File: src/rtl/serial_subtractor_if.sv
// Operand/result handshake bundle for the bit-serial subtractor.
// The slave side is the subtractor; the master side is whatever feeds and drains it.
interface serial_subtractor_if #(
   parameter int WIDTH = 3
);
   logic             start_valid;
   logic             start_ready;
   logic [WIDTH-1:0] a;
   logic [WIDTH-1:0] b;
   logic             bin;
   logic             res_valid;
   logic             res_ready;
   logic [WIDTH-1:0] d;
   logic             bout;
   logic             ovf;

   modport master (
      output start_valid, a, b, bin, res_ready,
      input  start_ready, res_valid, d, bout, ovf
   );

   modport slave (
      input  start_valid, a, b, bin, res_ready,
      output start_ready, res_valid, d, bout, ovf
   );
endinterface

File: src/rtl/serial_subtractor.sv
// Bit-serial two's-complement subtractor D = A - B - Bin, one bit per clock,
// with valid/ready handshakes on both the operand and the result side.
module serial_subtractor #(
   parameter int WIDTH = 3
) (
   input logic               clk,
   input logic               rst_n,
   serial_subtractor_if.slave bus
);

   localparam int CW = $clog2(WIDTH + 1);

   localparam logic [1:0] IDLE = 2'd0;
   localparam logic [1:0] RUN  = 2'd1;
   localparam logic [1:0] DONE = 2'd2;

   localparam logic [CW-1:0] LAST = CW'(WIDTH - 1);

   logic [1:0]       state;
   logic [WIDTH-1:0] aSh;
   logic [WIDTH-1:0] bSh;
   logic [WIDTH-1:0] resSh;
   logic             brw;
   logic [CW-1:0]    cnt;

   logic [WIDTH-1:0] dReg;
   logic             boutReg;
   logic             ovfReg;
   logic             startReady;
   logic             resValid;

   logic             x;
   logic             y;
   logic             c;
   logic             diff;
   logic             brwNext;
   logic [WIDTH-1:0] diffMsb;
   logic [WIDTH-1:0] resNext;
   logic             lastBit;

   // Full-subtractor cell on the operand LSBs; the difference bit enters the result from the top.
   always_comb begin
      x       = aSh[0];
      y       = bSh[0];
      c       = brw;
      diff    = x ^ y ^ c;
      brwNext = (~x & y) | (~(x ^ y) & c);
      diffMsb = '0;
      diffMsb[WIDTH-1] = diff;
      resNext = (resSh >> 1) | diffMsb;
      lastBit = (cnt == LAST);
   end

   always_ff @(posedge clk or negedge rst_n) begin
      if (!rst_n) begin
         state      <= IDLE;
         aSh        <= '0;
         bSh        <= '0;
         resSh      <= '0;
         brw        <= 1'b0;
         cnt        <= '0;
         dReg       <= '0;
         boutReg    <= 1'b0;
         ovfReg     <= 1'b0;
         startReady <= 1'b1;
         resValid   <= 1'b0;
      end else begin
         case (state)
            IDLE: begin
               if (bus.start_valid && startReady) begin
                  aSh        <= bus.a;
                  bSh        <= bus.b;
                  brw        <= bus.bin;
                  cnt        <= '0;
                  startReady <= 1'b0;
                  state      <= RUN;
               end
            end
            RUN: begin
               aSh   <= aSh >> 1;
               bSh   <= bSh >> 1;
               resSh <= resNext;
               brw   <= brwNext;
               cnt   <= cnt + CW'(1);
               // On the MSB cycle, c is the borrow into the sign bit.
               if (lastBit) begin
                  dReg     <= resNext;
                  boutReg  <= brwNext;
                  ovfReg   <= c ^ brwNext;
                  resValid <= 1'b1;
                  state    <= DONE;
               end
            end
            DONE: begin
               if (bus.res_ready) begin
                  resValid   <= 1'b0;
                  startReady <= 1'b1;
                  state      <= IDLE;
               end
            end
            default: begin
               resValid   <= 1'b0;
               startReady <= 1'b1;
               state      <= IDLE;
            end
         endcase
      end
   end

   assign bus.start_ready = startReady;
   assign bus.res_valid   = resValid;
   assign bus.d           = dReg;
   assign bus.bout        = boutReg;
   assign bus.ovf         = ovfReg;

endmodule

File: src/flat_wrapper.sv
// flat-port wrapper written by rule: the top's interface ports become plain ports
module serial_subtractor_flat 
#(
   parameter int WIDTH = 3
)
  (clk, rst_n, bus_start_valid, bus_a, bus_b, bus_bin, bus_res_ready, bus_start_ready, bus_res_valid, bus_d, bus_bout, bus_ovf);
  serial_subtractor_if #(.WIDTH(WIDTH)) bus_i ();
  input logic clk;
  input logic rst_n;
  input wire logic [$bits(bus_i.start_valid)-1:0] bus_start_valid;
  input wire logic [$bits(bus_i.a)-1:0] bus_a;
  input wire logic [$bits(bus_i.b)-1:0] bus_b;
  input wire logic [$bits(bus_i.bin)-1:0] bus_bin;
  input wire logic [$bits(bus_i.res_ready)-1:0] bus_res_ready;
  output wire logic [$bits(bus_i.start_ready)-1:0] bus_start_ready;
  output wire logic [$bits(bus_i.res_valid)-1:0] bus_res_valid;
  output wire logic [$bits(bus_i.d)-1:0] bus_d;
  output wire logic [$bits(bus_i.bout)-1:0] bus_bout;
  output wire logic [$bits(bus_i.ovf)-1:0] bus_ovf;
  assign bus_i.start_valid = bus_start_valid;
  assign bus_i.a = bus_a;
  assign bus_i.b = bus_b;
  assign bus_i.bin = bus_bin;
  assign bus_i.res_ready = bus_res_ready;
  assign bus_start_ready = bus_i.start_ready;
  assign bus_res_valid = bus_i.res_valid;
  assign bus_d = bus_i.d;
  assign bus_bout = bus_i.bout;
  assign bus_ovf = bus_i.ovf;
  serial_subtractor #(.WIDTH(WIDTH)) u_core (.clk(clk), .rst_n(rst_n), .bus(bus_i));
endmodule
File: config.mk
export PLATFORM = sky130hd
export DESIGN_NAME = serial_subtractor_flat
export DESIGN_NICKNAME = d
export VERILOG_FILES = /design/src/rtl/serial_subtractor_if.sv /design/src/rtl/serial_subtractor.sv /design/src/flat_wrapper.sv
export SDC_FILE = /design/constraint.sdc
export NUM_CORES = 1
export LEC_CHECK = 0
export CORE_ASPECT_RATIO = 1.4
export CORE_MARGIN = 8
export CORE_UTILIZATION = 46
export CTS_CLUSTER_DIAMETER = 80
export DETAILED_ROUTE_END_ITERATION = 7
export HOLD_SLACK_MARGIN = 0.15
export PLACE_DENSITY_LB_ADDON = 0.1
export SETUP_SLACK_MARGIN = 0.5
export SLEW_MARGIN = 20
export SYNTH_ARGS = -nofsm -noshare
export SYNTH_HDL_FRONTEND = slang
export SYNTH_SLANG_ARGS = --single-unit
File: constraint.sdc
create_clock -name clk -period 2.04 [get_ports clk]
set_input_delay 0.408 -clock clk [delete_from_list [all_inputs] [get_ports clk]]
set_output_delay 0.408 -clock clk [all_outputs]
set_load 0.05 [all_outputs]
Word level (Yosys, flattened, before mapping):

Index checks and enable logic that the tools add are counted.
Widths: inputs -> output; s select.

* eq/ne operators: 6
* bitwise logic cells: 11
* reductions and logical operators: 8
* $add $sub $neg: 1
* mux-type cells: 18

Operators with widths (number)
* $pmux 3 s2: 2
* $reduce_and 3->1: 3
* $mux 2: 4
* $mux 3: 2
* $pmux 1 s3: 2
* $pmux 2 s3: 1
* $mux 1: 5
* $eq 2x2->1 const B: 2
* $ne 2x1->1 const B: 2
* $not 1->1: 4
* $pmux 2 s2: 1
* $reduce_and 2->1: 2
* $or 2x3->3: 1
* $xor 1x1->1: 3
* $add 2x1->2 const B: 1
* $and 1x1->1: 2
* $eq 2x1->1 const B: 1
* $logic_not 2->1: 1
* $ne 2x2->1 const B: 1
* $pmux 1 s2: 1
* $reduce_bool 2->1: 1
* $logic_and 1x1->1: 1
* $or 1x1->1: 1

* bits in registers: 21
* bits of input ports: 11
* output and inout port bits: 7
* word-level logic and storage cells: 55

Longest topological paths before layout:

* word-level depth: 5
* mapped depth: 5
* depth with buffers taken out: 5

Worst setup path after synthesis:

No wires, ideal clock.

* kind: reg-to-reg
* start point: reg u_core.startReady (netlist: u_core.bus.start_ready)
* end point: reg u_core.brw
* slack: 602 ps
* clock period less this slack: 1438 ps
* stages on the path, launching flop included: 5
* arrival: 1319 ps
* required time: 1922 ps
* buffers on the path: 1
* library setup time: 118 ps
* cell sequence: dfstp_2 -> and2_1 -> buf_2 -> a22oi_1 -> o2bb2a_4

* word-level cells in the longest chain between the ends: 3

Ends and longest elaborated chain
* start: declaration: RTL line serial_subtractor.sv:29 `logic startReady;`
* start signal: assignment: RTL line serial_subtractor.sv:65 `startReady <= 1'b1;`
* start signal: assignment: RTL line serial_subtractor.sv:75 `startReady <= 1'b0;`
* start signal: assignment: RTL line serial_subtractor.sv:97 `startReady <= 1'b1;`
* $logic_and 1x1->1: RTL line serial_subtractor.sv:70 `if (bus.start_valid && startReady) begin`
* $ne 2x1->1 (no source line)
* $reduce_and 2->1 (no source line)
* end signal: assignment: RTL line serial_subtractor.sv:73 `brw <= bus.bin;`
* end signal: assignment: RTL line serial_subtractor.sv:83 `brw <= brwNext;`
* end: declaration: RTL line serial_subtractor.sv:23 `logic brw;`

Every way passes these cells.
A chain may end at the register's enable or synchronous reset.

Worst setup path in the final report:

* start point: reg u_core.startReady (netlist: u_core.bus.start_ready)
* end point: out bus_start_ready

RTL lines
* end: declaration: RTL line flat_wrapper.sv:15 `output wire logic [$bits(bus_i.start_ready)-1:0] bus_start_ready;`

No word-level cell between the ends.

==> impl_metrics.ini <==
[cts]
cts_tree = built
worstSkewPairLatency_ns = 0.31
clk_pin_slew_worst_paths_ns = 0.11
cts_made_buffers = 3
clock-sinks = 20
clk_path_buf_depth = 2
htree_levels = 1
root_buffer = clkbuf_4
cts_setup_buffers = 0

[synth]
synth.area.top_cells = dfrtp_1, o2bb2ai_1, a22oi_1, mux2_1, mux2_2
avgSynthCellArea_um2 = 11.7
ys_types = 26
synth_area_um2 = 961
synth_adder_area_share_pct = 3.39
synth_compound_area_share_pct = 18.0
synthSimpleGateAreaFrac_pct = 14.3
yosysWarnings = 0
synth_top_cell_by_area = dfrtp_1
synth_xor_area_share_pct = 0.911
yosysSeqAreaShare_pct = 52.2
synth_top_area_share_pct = 49.5
synthesis.nets = 95
synth_top_family_by_area = compound AO/OA/AOI/OAI gates
netlist_instances = 82
ys_seq_elements = 20
synthMuxAreaShare_pct = 7.03

[floorplanning]
die_area_mm2 = 0.00383
die_h_um = 70.1
initial_core_util_pct = 48.7
placementRows = 19
io_pins = 18
die_w_um = 54.6
fp.coreArea_mm2 = 0.00197

[layout]
nFillCells = 171
multiInputGateArea_um2 = 419
final_common_cell = dfrtp_1
nNetsFinal = 115
final_cell_mix = dfrtp_1, clkdlybuf4s50_1, nand2_1, clkdlybuf4s15_2
num_antenna_cells = 0
area_delta_synth_final_pct = 23.7
layout-drive-gt1-share_pct = 19.8
regArea_um2 = 502

[detailed_routing]
vias = 657
first_pass_iters = 4
avgRoutedWirePerCell_um = 14.3
routed_wirelength_um = 1740
avgViaCountPerCell = 5.39
drc = 0
drtIter0Drc = 13
ant_nets = 0

[job]
drv_cap = 0

[timing]
setup_tns_ns = 0
setup_viol = 0
rsz0062_at_grt = false
holdWs_ns = 0.425
period_needed_ns = 1.49
hold_viol_final = 0
finalCritPeriodShare_pct = 73.2
fin_skew_ns = 0.00344
fmaxAchievable_mhz = 670
worst_pin_slew_ns = 0.497
relSlewSlack_pct = 66.9
slew_violations = 0

[grt]
grt_max_degree = 21
grt_pass1_vias = 678
antenna_found_initial = 0
grt.total_usage_pct = 10.4
overflow = 0
grt_pass1_wl_um = 2990

[worst_setup_path]
cp-start-kind = flip-flop
crit_chain = buf_6
max_stage_delay_ns = 0.60
critPathSlowestCell = dfstp_2
worst_setup_path_end_kind = output port
critPathTopFamily = flip-flops
path_buf_inv = 1
crit_type = reg2out
critPathMaxFanout = 7
required_ns = 1.63
cp.arrival_ns = 1.09

[min_path]
hold_class = in2async

[placement]
io_buffers = 17
dp_hpwl_um = 1260
gp_congestion = 0.685

[power]
vdd_drop_max_mv = 0.725
p_per_area_mw_per_mm2 = 1370
p_leak_nw = 0.551

[outcome]
outcome = finished, final reports clean
[power breakdown]
group          internal (mW)  leakage [nW]  switching [mW]
sequential             0.551         0.250           0.130
clock                  0.109        0.0210           0.124
combinational          0.324         0.280           0.391
[metal layers]
layer / track usage, % / wire [um] / vias up
met1: 13.0 / 797 / 308
met5: 0 / 0 / -
met4: 8.24 / 65 / 0
met3: 2.33 / 108 / 5
met2: 14.4 / 772 / 17
li1: - / - / 327
[final timing paths]
kind	start	end	slack, ns	cells past startpoint
min reg2reg	u_core.bus.ovf	u_core.bus.ovf	0.49	2
min in group clk	u_core.bus.ovf	u_core.bus.ovf	0.49	2
max	u_core.bus.start_ready	bus_start_ready	0.55	1
max in group asynchronous	rst_n	u_core.bus.start_ready	1.35	2
min	rst_n	u_core.resSh[2]	0.42	2
max reg2reg	u_core.state[1]	u_core.resSh[2]	0.65	2
[state kept, by name (all words and copies together) (netlist names)]
register and cells:
u_core.aSh 3, u_core.bSh 3, u_core.bus.d 3, u_core.cnt 2
u_core.resSh 2, u_core.state 2, u_core.brw 1, u_core.bus.bout 1
u_core.bus.ovf 1, u_core.bus.res_valid 1, u_core.bus.start_ready 1
[synth_stat cells]
| master | n |
|---|---|
| and2_1 | 1 |
| mux2_2 | 3 |
| buf_2 | 2 |
| nor3_1 | 1 |
| fa_1 | 1 |
| o21bai_4 | 1 |
| nor2_1 | 5 |
| o2bb2ai_1 | 5 |
| nand2b_1 | 2 |
| ha_1 | 1 |
| inv_1 | 3 |
| nand3b_4 | 1 |
| a22oi_1 | 5 |
| nor2b_1 | 4 |
| buf_4 | 1 |
| a21o_1 | 1 |
| and4b_1 | 2 |
| xor2_1 | 1 |
| dfstp_2 | 1 |
| a21oi_1 | 4 |
| nand2_1 | 8 |
| o2bb2a_4 | 1 |
| buf_6 | 1 |
| o21ai_0 | 5 |
| dfrtp_1 | 19 |
| mux2_1 | 3 |
[cell type report]
class                           count  area share, %
Sequential cell                    20           42.2
Multi-Input combinational cell     55           35.3
Timing Repair Buffer               19           16.3
Inverter                            3          0.947
Clock buffer                        4           3.05
Tap cell                           21           2.21
[per-stage QoR]
| stage | cells | total power, mW | setup WS [ns] | util, % | instance area, um^2 |
|---|---|---|---|---|---|
| finish | 122 | 1.63 | 0.547 | 60.2 | 1190 |
| global route | 122 | 1.75 | 0.511 | 60.2 | 1190 |
| CTS | 122 | 1.66 | 0.524 | 60.2 | 1190 |
| detailed placement | 118 | 1.43 | 0.326 | 57.8 | 1140 |
| global placement | 118 | 1.41 | 0.362 | 57.8 | 1140 |
| floorplan | 82 | 1.23 | 0.602 | - | 961 |
[kinds of logic after synthesis]
| kind of cell | after synthesis |
|---|---|
| compound gates | 22 |
| mux | 6 |
| buf+inv | 7 |
| flops | 20 |
| xor+xnor | 1 |
| simple gates | 24 |
| fa+ha+maj | 2 |
[timing repair]
item / 4_1_cts / 5_1_grt
endpoints found under the setup margin: 7 / 0
hold buffers: 0 / 0
resized for setup: 19 / 0
Note: power is estimated with default switching activity, not from simulation.
